## config.mk

```make
export PLATFORM = sky130hd
export DESIGN_NAME = sm83_irq_ctl_flat
export DESIGN_NICKNAME = d
export VERILOG_FILES = /design/src/rtl/sm83_irq_ctl_if.sv /design/src/rtl/sm83_irq_ctl.sv /design/src/flat_wrapper.sv
export SDC_FILE = /design/constraint.sdc
export NUM_CORES = 1
export LEC_CHECK = 0
export ABC_AREA = 1
export BUFFER_PORTS_ARGS = -buffer_cell sky130_fd_sc_hd__clkbuf_2
export CAP_MARGIN = 0
export CORE_MARGIN = 4
export CORE_UTILIZATION = 44
export CTS_CLUSTER_SIZE = 8
export DETAILED_ROUTE_END_ITERATION = 6
export HOLD_SLACK_MARGIN = 0.12
export PLACE_DENSITY = 0.83
export SYNTH_ARGS = -nofsm -noshare
export SYNTH_HDL_FRONTEND = slang
export SYNTH_SLANG_ARGS = --single-unit
```

## constraint.sdc

```tcl
create_clock -name clk -period 1.4 [get_ports clk]
set_input_delay 0 -clock clk [delete_from_list [all_inputs] [get_ports clk]]
set_output_delay 0 -clock clk [all_outputs]
set_load 0.005 [all_outputs]
```

## src/rtl/sm83_irq_ctl_if.sv

```systemverilog
// +--------------------------------------------------------------------+
// | sm83_irq_ctl_if : core bus / interrupt lines of sm83_irq_ctl       |
// | Rev 1.0                                                            |
// +--------------------------------------------------------------------+
`default_nettype none

interface sm83_irq_ctl_if #(
    parameter int NUM_IRQS  = 8,
    parameter int IMPL_IRQS = 5
);
    logic [15:0]          adr;
    logic [7:0]           din;
    logic                 wr;
    logic                 rd;
    logic [7:0]           dout;
    logic                 dout_oe;
    logic [IMPL_IRQS-1:0] irq_req;
    logic [NUM_IRQS-1:0]  irq;
    logic [NUM_IRQS-1:0]  iack;

    modport master (
        output adr, din, wr, rd, irq_req, iack,
        input  dout, dout_oe, irq
    );

    modport slave (
        input  adr, din, wr, rd, irq_req, iack,
        output dout, dout_oe, irq
    );
endinterface

`default_nettype wire

```

## src/rtl/sm83_irq_ctl.sv

```systemverilog
// +--------------------------------------------------------------------+
// | sm83_irq_ctl : IF/IE interrupt controller for the sm83 core        |
// | Optional macro SM83_IRQ_EDGE_EN: rising-edge request detection     |
// | Rev 1.0                                                            |
// +--------------------------------------------------------------------+
`default_nettype none

module sm83_irq_ctl #(
    parameter int          NUM_IRQS    = 8,
    parameter int          IMPL_IRQS   = 5,
    parameter int          SYNC_STAGES = 0,
    parameter logic [15:0] IF_ADR      = 16'hFF0F,
    parameter logic [15:0] IE_ADR      = 16'hFFFF
) (
    input  logic           clk,
    input  logic           reset,
    sm83_irq_ctl_if.slave  bus
);

    logic [IMPL_IRQS-1:0] req_sync;
    logic [IMPL_IRQS-1:0] req_evt;
    logic [IMPL_IRQS-1:0] if_q;
    logic [IMPL_IRQS-1:0] if_next;
    logic [NUM_IRQS-1:0]  ie_q;
    logic [NUM_IRQS-1:0]  if_rd;
    logic [NUM_IRQS-1:0]  irq_vec;
    logic [7:0]           dout_mux;
    logic                 oe;
    logic                 if_hit;
    logic                 ie_hit;
    logic                 unused_iack;

    assign if_hit      = (bus.adr == IF_ADR);
    assign ie_hit      = (bus.adr == IE_ADR);
    assign unused_iack = ^bus.iack;

    generate
        if (SYNC_STAGES > 0) begin : g_sync
            logic [IMPL_IRQS-1:0] stage [SYNC_STAGES];
            always_ff @(posedge clk) begin
                if (reset) begin
                    for (int i = 0; i < SYNC_STAGES; i++) stage[i] <= '0;
                end else begin
                    stage[0] <= bus.irq_req;
                    for (int i = 1; i < SYNC_STAGES; i++) stage[i] <= stage[i-1];
                end
            end
            assign req_sync = stage[SYNC_STAGES-1];
        end else begin : g_nosync
            assign req_sync = bus.irq_req;
        end
    endgenerate

`ifdef SM83_IRQ_EDGE_EN
    // prev clears on reset so a line held across reset fires once afterwards
    logic [IMPL_IRQS-1:0] req_prev;
    always_ff @(posedge clk) begin
        if (reset) req_prev <= '0;
        else       req_prev <= req_sync;
    end
    assign req_evt = req_sync & ~req_prev;
`else
    assign req_evt = req_sync;
`endif

    // Lowest priority applied first: CPU write, then ack clear, then request set
    always_comb begin
        if_next = if_q;
        if (bus.wr && if_hit) if_next = bus.din[IMPL_IRQS-1:0];
        if_next = (if_next & ~bus.iack[IMPL_IRQS-1:0]) | req_evt;
    end

    always_ff @(posedge clk) begin
        if (reset) begin
            if_q <= '0;
            ie_q <= '0;
        end else begin
            if_q <= if_next;
            if (bus.wr && ie_hit) ie_q <= bus.din[NUM_IRQS-1:0];
        end
    end

    always_comb begin
        if_rd                = '1;
        if_rd[IMPL_IRQS-1:0] = if_q;
        irq_vec                = '0;
        irq_vec[IMPL_IRQS-1:0] = if_q & ie_q[IMPL_IRQS-1:0];
    end

    always_comb begin
        oe       = 1'b0;
        dout_mux = '0;
        if (bus.rd && if_hit) begin
            oe       = 1'b1;
            dout_mux = 8'(if_rd);
        end else if (bus.rd && ie_hit) begin
            oe       = 1'b1;
            dout_mux = 8'(ie_q);
        end
    end

    assign bus.irq     = irq_vec;
    assign bus.dout    = dout_mux;
    assign bus.dout_oe = oe;

endmodule

`default_nettype wire

```

## src/flat_wrapper.sv

```systemverilog
// flat-port wrapper written by rule: the top's interface ports become plain ports
module sm83_irq_ctl_flat 
#(
    parameter int          NUM_IRQS    = 8,
    parameter int          IMPL_IRQS   = 5,
    parameter int          SYNC_STAGES = 0,
    parameter logic [15:0] IF_ADR      = 16'hFF0F,
    parameter logic [15:0] IE_ADR      = 16'hFFFF
)
  (clk, reset, bus_adr, bus_din, bus_wr, bus_rd, bus_irq_req, bus_iack, bus_dout, bus_dout_oe, bus_irq);
  sm83_irq_ctl_if #(.NUM_IRQS(NUM_IRQS), .IMPL_IRQS(IMPL_IRQS)) bus_i ();
  input  logic clk;
  input  logic reset;
  input wire logic [$bits(bus_i.adr)-1:0] bus_adr;
  input wire logic [$bits(bus_i.din)-1:0] bus_din;
  input wire logic [$bits(bus_i.wr)-1:0] bus_wr;
  input wire logic [$bits(bus_i.rd)-1:0] bus_rd;
  input wire logic [$bits(bus_i.irq_req)-1:0] bus_irq_req;
  input wire logic [$bits(bus_i.iack)-1:0] bus_iack;
  output wire logic [$bits(bus_i.dout)-1:0] bus_dout;
  output wire logic [$bits(bus_i.dout_oe)-1:0] bus_dout_oe;
  output wire logic [$bits(bus_i.irq)-1:0] bus_irq;
  assign bus_i.adr = bus_adr;
  assign bus_i.din = bus_din;
  assign bus_i.wr = bus_wr;
  assign bus_i.rd = bus_rd;
  assign bus_i.irq_req = bus_irq_req;
  assign bus_i.iack = bus_iack;
  assign bus_dout = bus_i.dout;
  assign bus_dout_oe = bus_i.dout_oe;
  assign bus_irq = bus_i.irq;
  sm83_irq_ctl #(.NUM_IRQS(NUM_IRQS), .IMPL_IRQS(IMPL_IRQS), .SYNC_STAGES(SYNC_STAGES), .IF_ADR(IF_ADR), .IE_ADR(IE_ADR)) u_core (.clk(clk), .reset(reset), .bus(bus_i));
endmodule
```

# Word-level counts from Yosys, hierarchy flattened
# Cells that the tools add are included.
# word_totals
output_inout_bits	17
input_bits	41
register_bits	13
word_cells	17
# op_classes
n_reduce_logical	4
n_eq_ne	2
n_bitwise	4
n_mux	5
# ops
op	n
16-bit equality test (second input constant)	2
8-bit 2-to-1 mux	2
5-bit bitwise AND	2
5-bit 2-to-1 mux	1
5-bit inverter	1
5-bit bitwise OR	1
1-bit logical AND	4
1-bit 2-to-1 mux	2

# Logic depth before layout (Yosys ltp)
# Gate-level depths: netlist (run 1).
# depth
word_depth	5
ltp_mapped	9
ltp_nobuf	8

# Worst setup path before layout (run 1)
# No wires, ideal clock.
# synth_timing
kind	input port to flip-flop
startpoint	input bus_adr[15]
endpoint	register u_core.ie_q[5]
arrival_ns	0.768
cell_stages	9
n_path_buf	1
slack_ns	0.517
setup_time_ns	0.115
t_required_ns	1.285
cell_sequence	nand2_1 -> inv_1 -> nand2_2 -> nor2_4 -> and2_4 -> buf_6 -> nand3b_1 -> nand2_1 -> nor2_1
# synth_between
elab_chain_len	2
# synth_lines
item	line	rtl
start, declared	flat_wrapper.sv:14	input wire logic [$bits(bus_i.adr)-1:0] bus_adr;
16-bit equality test	sm83_irq_ctl.sv:34	assign ie_hit = (bus.adr == IE_ADR);
1-bit logical AND	sm83_irq_ctl.sv:79	if (bus.wr && ie_hit) ie_q <= bus.din[NUM_IRQS-1:0];
end signal, assigned	sm83_irq_ctl.sv:79	
end, declared	sm83_irq_ctl.sv:24	logic [NUM_IRQS-1:0] ie_q;
# Every way passes these cells.
# A chain may end at the register's enable or synchronous reset.

# Worst setup path in the final report (run 1)
# layout_timing
startpoint	input bus_din[4]
endpoint	register u_core.if_q[4]
# layout_between
elab_chain_len	3
# layout_lines
item	line	rtl
start, declared	flat_wrapper.sv:15	input wire logic [$bits(bus_i.din)-1:0] bus_din;
5-bit 2-to-1 mux	sm83_irq_ctl.sv:69	if (bus.wr && if_hit) if_next = bus.din[IMPL_IRQS-1:0];
5-bit bitwise AND	sm83_irq_ctl.sv:70	if_next = (if_next & ~bus.iack[IMPL_IRQS-1:0]) | req_evt;
5-bit bitwise OR	sm83_irq_ctl.sv:70	
end signal, assigned	sm83_irq_ctl.sv:78	if_q <= if_next;
end, declared	sm83_irq_ctl.sv:22	logic [IMPL_IRQS-1:0] if_q;
# Every way passes these cells.

==> qor.yml, run 1 <==
start_kind: "input port"
crit_top_cell: "dlygate4sd3_1"
fin_ws_ns: 0.0590
cts.sinks: 13
ys_ff_latch: 13
grt_setup_unrepaired: "true"
hold_violations: 0
post-route-period-util_pct: 95.8
io_pins: 58
fin_area_sq_um: 1350
fin_crit_ns: 1.34
critPathKind: "input port to register"
crit_path_max_fanout: 2
core_area_sq_um: 1820
grt_max_degree: 21
dr_total_vias: 1142
numCtsBuffers: 3
initial_utilization_pct: 48.7
grt_first_pass_wirelength_mm: 4.50
grt_overflow_total: 0
antenna_cells: 0
routed_wirelength_mm: 2.84
io_buffer_count: 51
fin_setup_tns_ns: 0
path_buf_inv: 4
required_ns: 1.58
drive_gt1_share_pct: 28.5
clk_pin_slew_ns: 0.08
dpl-instance-area_sq_um: 1140
maxCapViolCount: 0
setup_violations: 0
synthTopCellsByArea: "dfxtp_1, nand2_1, inv_1"
synth_top_area_share_pct: 29.3
drtIter0Drc: 17
multi_input_area_sq_um: 474
critPathMaxStageDelay_ns: 0.55
postRouteAntennaNets: 0
dp_slack_ns: 0.157
cp_slowest_cell: "dlygate4sd3_1"
nFillCells: 156
cts_setup_buffers: 0
antenna_found_initial: 0
cts_tree: "built"
vdd_drop_max_uv: 520
clockRootBuffer: "clkbuf_4"
syn_inst: 145
p_per_area_nw_per_um2: 588
synth_area_per_cell_sq_um: 6.12
final_util_pct: 74.0
yosys.area.top_type: "dfxtp_1"
drv_slew: 0
critPathArrivalTime_ns: 1.52
max_freq_ghz: 0.746
row_count: 15
ys_types: 19
clock_latency_ns: 0.28
gp_congestion: 0.749
ff_latch_area_sq_um: 260
dpl.hpwl_mm: 1.98
yosysSeqAreaShare_pct: 29.3
die_area_sq_um: 2800
final_nets: 256
critical_path.top_delay_family: "buffers and inverters"
wire_per_inst_um: 11.9
min_path_type: "input port to register"
crit_path_cell_trace: "dlygate4sd3_1, clkbuf_2, inv_1, nand4_1, nand3_1, a21oi_1, dlygate4sd3_1"
synthesis.area_sq_um: 887
post-layout-total-power_uw: 793
area_growth_pct: 51.9
drt_pass1_iterations: 4
grt.total_usage_pct: 21.8
worstSetupEndpointType: "register"
h-tree-depth: 1
die_h_um: 52.9
skew_ns: 0
yosys_warnings: 0
outcome: "finished clean"
p_leak_nw: 0.787
fp.dieW_um: 52.9
drc_errors: 0
grt_pass1_vias: 1054
cts_buffer_depth: 2
routed_via_density: 4.78
[worst register-to-register path: stages (launching register included)]
cell	delay (ns)
dfxtp_1	0.35
inv_1	0.06
nand2_1	0.07
nand3_1	0.08
a21oi_1	0.11
dlygate4sd3_1	0.55
[state kept, by name, summed over array words and instances (netlist names)]
register and cells:
u_core.if_q 5, u_core.ie_q 8
[placed cells by master (no fill, tap or decap), types with 2 or more instances in the layout]
cell,synthesis,layout
dlygate4sd3_1,0,18
clkbuf_4,0,3
a21oi_1,13,13
nand4_1,6,6
nor2_4,2,2
inv_1,30,30
o22ai_1,5,5
clkbuf_2,0,51
conb_1,1,3
nand3b_1,3,3
nand2_1,36,36
nand3_1,15,14
dfxtp_1,13,13
nor2_1,10,10
[what timing repair did]
item	4_1_cts	5_1_grt
endpoints found under the setup margin	0	5
hold endpoints to repair	13	0
resized for setup	0	1
hold buffers	18	0
[cell type report]
type	count	share of cell area, %
well taps	25	2.32
flip-flops and latches	13	19.3
inverters	30	8.36
repair buffers	70	32.9
multi-input cells	97	35.2
clock buffers	4	1.95
[where the power goes]
part / switching [mW] / leakage [nW] / internal, mW
logic: 0.0720 / 0.666 / 0.0922
clock network: 0.134 / 0.0150 / 0.111
registers: 0.00502 / 0.106 / 0.379
total: 0.211 / 0.787 / 0.582
[metal layers]
metal / up-vias / GRT usage, % / share of wire [%]
met5: - / 0 / 0
met4: 0 / 8.94 / 1.6
met3: 4 / 3.66 / 5.6
met2: 37 / 40.3 / 53
met1: 512 / 24.4 / 39
li1: 589 / - / -
[worst paths after layout]
path | start | to | slack, ns | cells past startpoint
min reg2reg | u_core.ie_q[6]$_SDFFE_PP0P_ | u_core.ie_q[6]$_SDFFE_PP0P_ | 0.50 | 2
max | bus_din[4] | u_core.if_q[4]$_SDFF_PP0_ | 0.06 | 7
min | bus_wr | u_core.ie_q[2]$_SDFFE_PP0P_ | 0.18 | 3
max reg2reg | u_core.if_q[2]$_SDFF_PP0_ | u_core.if_q[2]$_SDFF_PP0_ | 0.13 | 5
[cells in the mapped netlist]
cell type / n
a21oi_1: 13
and2_4: 1
buf_1: 1
buf_4: 3
buf_6: 2
clkbuf_1: 1
conb_1: 1
dfxtp_1: 13
inv_1: 30
nand2_1: 36
nand2_2: 1
nand2_4: 1
nand3_1: 15
nand3b_1: 3
nand4_1: 6
nor2_1: 10
nor2_4: 2
nor3_1: 1
o22ai_1: 5
[cells by family after synthesis]
group           share of synthesized area (%)
simple gates                             40.8
buf+inv                                  18.6
compound gates                           10.9
other cells                             0.423
flops                                    29.3
[per-stage QoR]
| step | hold WS (ns) | instances |
|---|---|---|
| final | 0.180 | 239 |
| after global routing | 0.196 | 239 |
| after global placement | 0.222 | 217 |
| after detailed placement | 0.230 | 217 |
| after floorplan | 0.0691 | 147 |
| after CTS | 0.152 | 239 |
(Power assumes the default switching activity.)
==> inputs of run 2 (changes only) <==
Settings changed: MAX_ROUTING_LAYER from default to met4.
==> run 2 against run 1 <==
Effect of this change: sequential share of layout area stayed put; via count is 0.35% lower; final cell count unchanged; largest power group unchanged; die area stayed put; worst hold slack worse by 0.0021 ns; sequential power hardly changed; clock-buffer cell count unchanged; critical path depth unchanged; utilization unchanged; first-iteration DRC count shrank 12%; global-route usage is 0.55 points higher; cell area did not move.
==> qor.yml, run 2 (synthesized netlist as in run 1, its figures left out) <==
hp-start: "bus_wr"
fp.dieW_um: 52.9
routed_wirelength_mm: 2.84
critPathMaxStageDelay_ns: 0.55
antenna_found_initial: 0
cts_setup_buffers: 0
top_register: "u_core.ie_q"
dpl-instance-area_sq_um: 1140
post-route-period-util_pct: 95.9
post-layout-total-power_uw: 792
io_buffer_count: 51
critPathKind: "input port to register"
clk_pin_slew_ns: 0.08
routed_via_density: 4.76
rrSetupSlack_ns: 0.14
start_kind: "input port"
r2r.worst_path.cells: 5
die_h_um: 52.9
layout_common_cells: "clkbuf_2, nand2_1, inv_1, dlygate4sd3_1, nand3_1"
clockRootBuffer: "clkbuf_4"
area_growth_pct: 51.9
gp_congestion: 0.759
p_per_area_nw_per_um2: 587
final_nets: 256
holdPathEnd: "u_core.ie_q[2]$_SDFFE_PP0P_"
clock_latency_ns: 0.28
p_leak_nw: 0.787
hold_violations: 0
crit_path_max_fanout: 2
row_count: 15
initial_utilization_pct: 48.7
top_regs: "u_core.ie_q x8, u_core.if_q x5"
grt_pass1_vias: 1053
grt_setup_unrepaired: "true"
grt_max_degree: 21
cts.sinks: 13
die_area_sq_um: 2800
cts_tree: "built"
cp_slowest_cell: "dlygate4sd3_1"
drv_slew: 0
dpl.hpwl_mm: 1.98
timing.rr.end: "u_core.if_q[2]$_SDFF_PP0_"
fin_crit_ns: 1.34
max_freq_ghz: 0.745
crit_top_cell: "dlygate4sd3_1"
drt_pass1_iterations: 4
drive_gt1_share_pct: 28.5
grt.total_usage_pct: 22.4
multi_input_area_sq_um: 474
io_pins: 58
critPathArrivalTime_ns: 1.52
whs_path_depth: 3
r2r_start: "u_core.if_q[2]$_SDFF_PP0_"
grt_overflow_total: 0
drc_errors: 0
path_buf_inv: 4
critical_path.top_delay_family: "buffers and inverters"
dr_total_vias: 1138
nFillCells: 156
outcome: "finished clean"
final_common_cell: "clkbuf_2"
min_path_type: "input port to register"
worstSetupEndpointType: "register"
maxCapViolCount: 0
numCtsBuffers: 3
skew_ns: 0
postRouteAntennaNets: 0
grt_first_pass_wirelength_mm: 4.50
h-tree-depth: 1
vdd_drop_max_uv: 516
drtIter0Drc: 15
fin_area_sq_um: 1350
required_ns: 1.57
crit_path_cell_trace: "dlygate4sd3_1, clkbuf_2, inv_1, nand4_1, nand3_1, a21oi_1, dlygate4sd3_1"
cts_buffer_depth: 2
fin_setup_tns_ns: 0
antenna_cells: 0
ff_latch_area_sq_um: 260
wire_per_inst_um: 11.9
largest_register_ffs: 8
core_area_sq_um: 1820
setup_violations: 0
run 2: cell counts in the layout (fill, tap and decap cells not counted):
Identical to the previous run, type by type.
run 2: how the worst max path moves through the flow:
stage,slack [ns],from,end,cells after the start
2_1_floorplan,0.52,bus_adr[15],u_core.ie_q[5]$_SDFFE_PP0P_,9
3_3_place_gp,0.20,bus_adr[7],bus_dout[1],7
3_5_place_dp,0.16,bus_adr[7],bus_dout[4],7
4_1_cts,0.05,bus_adr[7],u_core.if_q[0]$_SDFF_PP0_,9
5_1_grt,-0.004,bus_din[1],u_core.if_q[1]$_SDFF_PP0_,7
6_report,0.06,bus_din[4],u_core.if_q[4]$_SDFF_PP0_,7
run 2: power by group:
group / internal, mW / leakage [nW] / switching, mW
Sequential: 0.379 / 0.106 / 0.00502
Combinational: 0.0922 / 0.666 / 0.0717
Clock: 0.111 / 0.0150 / 0.133
run 2: worst reg2reg max path, cell delays in order, from the launching register on:
cell and delay [ns]:
dfxtp_1 0.35, inv_1 0.06, nand2_1 0.07, nand3_1 0.08, a21oi_1 0.11, dlygate4sd3_1 0.55
run 2: cell type report:
cell class              instances  share of cell area [%]
repair buffers                 70                    32.9
clock buffers                   4                    1.95
multi-input cells              97                    35.2
well taps                      25                    2.32
flip-flops and latches         13                    19.3
inverters                      30                    8.36
run 2: timing repair:
item                                    CTS  global route
hold endpoints to repair                 13             0
resized for setup                         0             1
hold buffers                             18             0
endpoints found under the setup margin    0             5
run 2: routing by layer:
layer / part of all wire (%) / global-route usage [%] / vias to the layer above
met4: 1.6 / 8.94 / 0
met3: 5.6 / 3.66 / 4
met5: 0 / - / -
li1: - / - / 588
met2: 54 / 40.3 / 34
met1: 39 / 24.4 / 512
run 2: stage by stage:
step	cells	hold slack, ns	utilization, %	worst slack, ns
after global placement	217	0.222	62.4	0.202
after CTS	239	0.152	73.7	0.0534
after floorplan	147	0.0691	-	0.517
final	239	0.178	74.0	0.0573
after detailed placement	217	0.230	62.4	0.157
after global routing	239	0.196	74.0	-0.00385
